--- config.mk ---
export PLATFORM = sky130hd
export DESIGN_NAME = mem_stage
export DESIGN_NICKNAME = d
export VERILOG_FILES = /design/src/rtl/mem_stage.sv
export SDC_FILE = /design/constraint.sdc
export NUM_CORES = 1
export LEC_CHECK = 0
export ABC_AREA = 1
export CORE_AREA = 5 5 138 114
export DETAILED_ROUTE_END_ITERATION = 10
export DIE_AREA = 0 0 143 119
export GPL_TIMING_DRIVEN = 0
export PLACE_DENSITY = 0.77
export SYNTH_ARGS = -nofsm -noshare
export SYNTH_HDL_FRONTEND = slang
export SYNTH_SLANG_ARGS = --single-unit
--- constraint.sdc ---
create_clock -name clk -period 2 [get_ports clk]
set_input_delay 0.4 -clock clk [delete_from_list [all_inputs] [get_ports clk]]
set_output_delay 0.4 -clock clk [all_outputs]
set_load 0.02 [all_outputs]
--- src/rtl/mem_stage.sv ---
// MEM pipeline stage: data-memory handshake FSM, PC redirect and the MEM/WB register.
// Optional data-memory timeout/abort logic is enabled by defining MEM_TIMEOUT_EN.
module mem_stage #(
  parameter int unsigned TIMEOUT_CYCLES = 255
) (
  input  logic        clk,
  input  logic        reset,
  input  logic        mem_valid,
  input  logic        mem_branch,
  input  logic        mem_jump,
  input  logic        mem_jumptoreg,
  input  logic        mem_zero,
  input  logic        mem_link,
  input  logic        mem_memwrite,
  input  logic        mem_memtoreg,
  input  logic        mem_regwriteen,
  input  logic [31:0] mem_aluout,
  input  logic [31:0] mem_memwritedata,
  input  logic [31:0] mem_pcplus4,
  input  logic [31:0] mem_pcnext,
  input  logic [4:0]  mem_writereg,
  output logic        dmem_req,
  output logic        dmem_we,
  output logic [31:0] dmem_addr,
  output logic [31:0] dmem_wdata,
  input  logic        dmem_ready,
  input  logic [31:0] dmem_rdata,
  output logic        redirect,
  output logic [31:0] redirect_pc,
  output logic        stall,
  output logic        wb_valid,
  output logic        wb_regwriteen,
  output logic [4:0]  wb_writereg,
  output logic [31:0] wb_result,
  output logic        err
);

  if (TIMEOUT_CYCLES < 1 || TIMEOUT_CYCLES > 255) begin : g_param_check
    $error("mem_stage: TIMEOUT_CYCLES out of range 1-255");
  end

  typedef enum logic {S_IDLE = 1'b0, S_WAIT = 1'b1} state_t;

  state_t      state_reg, state_next;
  logic        req_next, we_next;
  logic [31:0] addr_next, wdata_next;
  logic        wb_valid_next, wb_regwriteen_next;
  logic [4:0]  wb_writereg_next;
  logic [31:0] wb_result_next;
  logic        err_next;
  logic        memop;
  logic [31:0] result_sel;

  assign memop = mem_valid & (mem_memtoreg | mem_memwrite);

  // A store with memtoreg also set still returns the address, never read data.
  assign result_sel = mem_link ? mem_pcplus4 :
                      (mem_memtoreg & ~mem_memwrite) ? dmem_rdata : mem_aluout;

  assign stall = ((state_reg == S_IDLE) & memop) | ((state_reg == S_WAIT) & ~dmem_ready);

  assign redirect = mem_valid & (state_reg == S_IDLE) &
                    ((mem_branch & mem_zero) | mem_jump | mem_jumptoreg);
  assign redirect_pc = mem_pcnext;

`ifdef MEM_TIMEOUT_EN
  localparam logic [7:0] TIMEOUT_LIMIT = 8'(TIMEOUT_CYCLES);
  logic [7:0] cnt_reg, cnt_next;
`endif

  always_comb begin
    state_next         = state_reg;
    req_next           = dmem_req;
    we_next            = dmem_we;
    addr_next          = dmem_addr;
    wdata_next         = dmem_wdata;
    wb_valid_next      = 1'b0;
    wb_regwriteen_next = wb_regwriteen;
    wb_writereg_next   = wb_writereg;
    wb_result_next     = wb_result;
    err_next           = err;
`ifdef MEM_TIMEOUT_EN
    cnt_next           = cnt_reg;
`endif
    case (state_reg)
      S_IDLE: begin
        if (memop) begin
          req_next   = 1'b1;
          we_next    = mem_memwrite;
          addr_next  = mem_aluout;
          wdata_next = mem_memwritedata;
          state_next = S_WAIT;
`ifdef MEM_TIMEOUT_EN
          cnt_next   = 8'd0;
`endif
        end else if (mem_valid) begin
          wb_valid_next      = 1'b1;
          wb_regwriteen_next = mem_regwriteen;
          wb_writereg_next   = mem_writereg;
          wb_result_next     = result_sel;
        end
      end
      S_WAIT: begin
        if (dmem_ready) begin
          req_next           = 1'b0;
          state_next         = S_IDLE;
          wb_valid_next      = 1'b1;
          wb_regwriteen_next = mem_regwriteen;
          wb_writereg_next   = mem_writereg;
          wb_result_next     = result_sel;
        end
`ifdef MEM_TIMEOUT_EN
        // Abort retires the instruction without a register write.
        else if (cnt_reg == TIMEOUT_LIMIT) begin
          req_next           = 1'b0;
          state_next         = S_IDLE;
          err_next           = 1'b1;
          wb_valid_next      = 1'b1;
          wb_regwriteen_next = 1'b0;
        end else begin
          cnt_next = cnt_reg + 8'd1;
        end
`endif
      end
      default: state_next = S_IDLE;
    endcase
  end

  always_ff @(posedge clk) begin
    if (!reset) begin
      state_reg     <= S_IDLE;
      dmem_req      <= 1'b0;
      dmem_we       <= 1'b0;
      dmem_addr     <= 32'd0;
      dmem_wdata    <= 32'd0;
      wb_valid      <= 1'b0;
      wb_regwriteen <= 1'b0;
      wb_writereg   <= 5'd0;
      wb_result     <= 32'd0;
      err           <= 1'b0;
    end else begin
      state_reg     <= state_next;
      dmem_req      <= req_next;
      dmem_we       <= we_next;
      dmem_addr     <= addr_next;
      dmem_wdata    <= wdata_next;
      wb_valid      <= wb_valid_next;
      wb_regwriteen <= wb_regwriteen_next;
      wb_writereg   <= wb_writereg_next;
      wb_result     <= wb_result_next;
      err           <= err_next;
    end
  end

`ifdef MEM_TIMEOUT_EN
  always_ff @(posedge clk) begin
    if (!reset) cnt_reg <= 8'd0;
    else        cnt_reg <= cnt_next;
  end
`endif

endmodule

==> results.json, run 1 <==
{
  "yosys_register_bits": 106,
  "rsz0062_at_grt": "no",
  "synth_top_area_share_pct": 43.70,
  "run_status": "finished, final reports clean",
  "die_w_um": 143,
  "cts_buffers": 9,
  "dr.pass1.iters": 7,
  "syn_to_final_growth_pct": 68.56,
  "cp-start-kind": "input pin",
  "wl_mm": 19.81,
  "postRouteAntennaNets": 0,
  "worstPathArrival_ns": 1.56,
  "grt_pass1_vias": 5230,
  "cts_buffer_depth": 2,
  "grt_pass1_wl_mm": 29.68,
  "io_buffers": 281,
  "synth_warnings": 0,
  "cts.sinks": 106,
  "synth_area_mm2": 0.004856,
  "syn_nets": 876,
  "critPathKind": "input pin to output port",
  "grt_usage_pct": 22.35,
  "end_kind": "output port",
  "fin_crit_sh_pct": 97.89,
  "cp_cell_sequence": "clkdlybuf4s50_1, nand2_2, nor2_4, inv_6, nand2_1, buf_4",
  "leakage_uw": 0.003526,
  "initial_core_util_pct": 34.43,
  "post-route-min-period_ns": 1.958,
  "cp_slowest_cell": "clkdlybuf4s50_1",
  "synthCells": 699,
  "nFillCells": 1345,
  "skew_ns": 0.005868,
  "maxSlewHeadroom_pct": 61.90,
  "worstSkewPairLatency_ns": 0.35,
  "tightest_slew_ns": 0.5715,
  "synth_seq_area_share_pct": 43.70,
  "num_vias": 5434,
  "die_h_um": 119,
  "cts_tree": "done",
  "antenna_found_initial": 1,
  "post_dp_cell_area_mm2": 0.007899,
  "dp_hpwl_mm": 15.99,
  "cts-root-buf": "clkbuf_16",
  "maxSlewViolCount": 0,
  "io_pins": 317,
  "grt_max_degree": 19,
  "drive_above_1_share_pct": 7.839,
  "core_area_mm2": 0.01410,
  "wire_per_inst_um": 16.79,
  "drc_errors": 0,
  "reg.largest.list": "dmem_addr (32), dmem_wdata (32), wb_result (32)",
  "fin_area_mm2": 0.008185,
  "synthDistinctLibCells": 19,
  "place.gp.congestion": 0.8599,
  "cp_max_fo": 18,
  "syn_avg_cell_area_um2": 6.947,
  "setup_viol": 0,
  "worstPathRequired_ns": 1.60,
  "fin_nets": 1168,
  "maxCapViolCount": 0,
  "vdd_drop_max_mv": 0.4964,
  "die_area_mm2": 0.01702,
  "postCtsHoldBufs": 0,
  "viasPerCell": 4.605,
  "h-tree-depth": 3,
  "power.density_mw_per_mm2": 693.8,
  "cp_slowest_stage_delay_ns": 0.52,
  "synth_area_leaders": "dfxtp_1, nand2_1, nor2_1",
  "clkTransAtPathRegs_ns": 0.07,
  "num_rows": 39,
  "grt-ovfl-total": 0,
  "fmax_mhz": 510.8,
  "fin_util_pct": 58.04,
  "final-hold-violation-count": 0,
  "drt_iter0_drc": 355,
  "hold_path.class": "register to register",
  "synth.largest_area_cell": "dfxtp_1"
}
power by group:
part | switching [µW] | total [µW] | internal (µW)
combinational | 808 | 1620 | 810
clock | 818 | 1700 | 880
sequential | 81.7 | 2360 | 2280
total | 1710 | 5680 | 3970
final cells by class:
type	count	area (µm²)	share of cell area (%)
tap	184	230.2	2.813
antenna	1	2.502	0.03057
multi-input combinational	492	2180	26.63
buffer	79	474.2	5.793
clock inverter	5	37.54	0.4586
sequential	106	2122	25.92
clock buffer	10	239.0	2.920
inverter	21	83.83	1.024
timing repair buffer	282	2816	34.41
metal layers:
metal	vias up	GRT usage (%)	share of wire, %
met5	-	0	0
met4	0	6.532	2.5
met3	34	5.449	7.8
met2	209	36.09	47
met1	2419	29.66	43
li1	2772	-	-
path summary, 6_finish.rpt:
check                                                start                         end  slack, ns  cells past startpoint
worst max register to register        state_reg$_SDFF_PN0_  dmem_wdata[4]$_SDFFE_PN0P_       0.39                      7
worst max-delay path                             mem_valid                       stall       0.04                      6
worst min-delay path            wb_result[30]$_SDFFE_PN0P_  wb_result[30]$_SDFFE_PN0P_       0.45                      2
worst min register to register  wb_result[30]$_SDFFE_PN0P_  wb_result[30]$_SDFFE_PN0P_       0.45                      2
critical path: cells and delay by family:
kind	cells	cell delay [ns]
AND/OR/NAND/NOR	3	0.38
buffers and inverters	3	0.77
cell usage in the layout, fill, tap and decap left out:
cell type / n
dlygate4sd2_1: 1
dfxtp_1: 106
nor2_1: 146
o21ai_0: 68
clkbuf_16: 9
inv_6: 3
clkbuf_8: 1
a21oi_4: 1
inv_1: 20
clkbuf_1: 23
or2_2: 1
clkdlybuf4s50_1: 279
buf_6: 3
buf_2: 12
clkinv_2: 1
nor2_4: 3
nand2_1: 170
buf_1: 3
nand2_2: 2
clkinvlp_4: 2
diode_2: 1
conb_1: 1
a21oi_1: 36
clkbuf_2: 1
nand3b_1: 32
nand3_1: 32
buf_4: 39
synthesized netlist by cell type:
| library cell | number |
|---|---|
| nand2_1 | 171 |
| nor2_1 | 146 |
| dfxtp_1 | 106 |
| o21ai_0 | 68 |
| buf_4 | 37 |
| a21oi_1 | 36 |
| nand3_1 | 32 |
| nand3b_1 | 32 |
| clkbuf_1 | 24 |
| inv_1 | 20 |
| buf_2 | 13 |
| buf_1 | 3 |
| buf_6 | 3 |
| nor2_4 | 3 |
| a21oi_4 | 1 |
| conb_1 | 1 |
| inv_2 | 1 |
| nand2_2 | 1 |
| or2_2 | 1 |
cell families (layout without fill, tap and decap cells):
group | Yosys count | in the layout | share of synthesized area (%)
compound gates | 105 | 105 | 11.05
buf+inv | 101 | 397 | 11.47
flops | 106 | 106 | 43.70
other cells | 1 | 2 | 0.07723
simple gates | 386 | 386 | 33.70
timing repair:
action	in CTS	in global routing
buffers inserted	1	0
gates cloned	0	0
endpoints found under the hold margin	0	0
gates resized for setup	8	2
pin swaps	1	1
endpoints found under the setup margin	4	1
through the flow:
step | hold slack, ns | setup WS (ns) | TNS [ns] | total power (µW) | cells
after floorplan | 0.5031 | 0.4809 | 0 | 3154 | 699
after global placement | 0.4364 | -0.8069 | -9.767 | 4006 | 1164
after detailed placement | 0.4404 | -0.7894 | -9.881 | 4020 | 1164
after CTS | 0.4531 | 0.01833 | 0 | 5716 | 1179
after global routing | 0.4661 | 0.01942 | 0 | 5950 | 1180
final | 0.4506 | 0.04215 | 0 | 5679 | 1180
Power figures use the tool's default switching activity.
==> inputs of run 2 (changes only) <==
--- a/config.mk
+++ b/config.mk
@@ -9,6 +9,7 @@
 export CORE_AREA = 5 5 138 114
 export DETAILED_ROUTE_END_ITERATION = 10
 export DIE_AREA = 0 0 143 119
+export GPL_ROUTABILITY_DRIVEN = 0
 export GPL_TIMING_DRIVEN = 0
 export PLACE_DENSITY = 0.77
 export SYNTH_ARGS = -nofsm -noshare
==> results of run 2 <==
No change in the layout: final DEF, timing and power equal those of run 1.
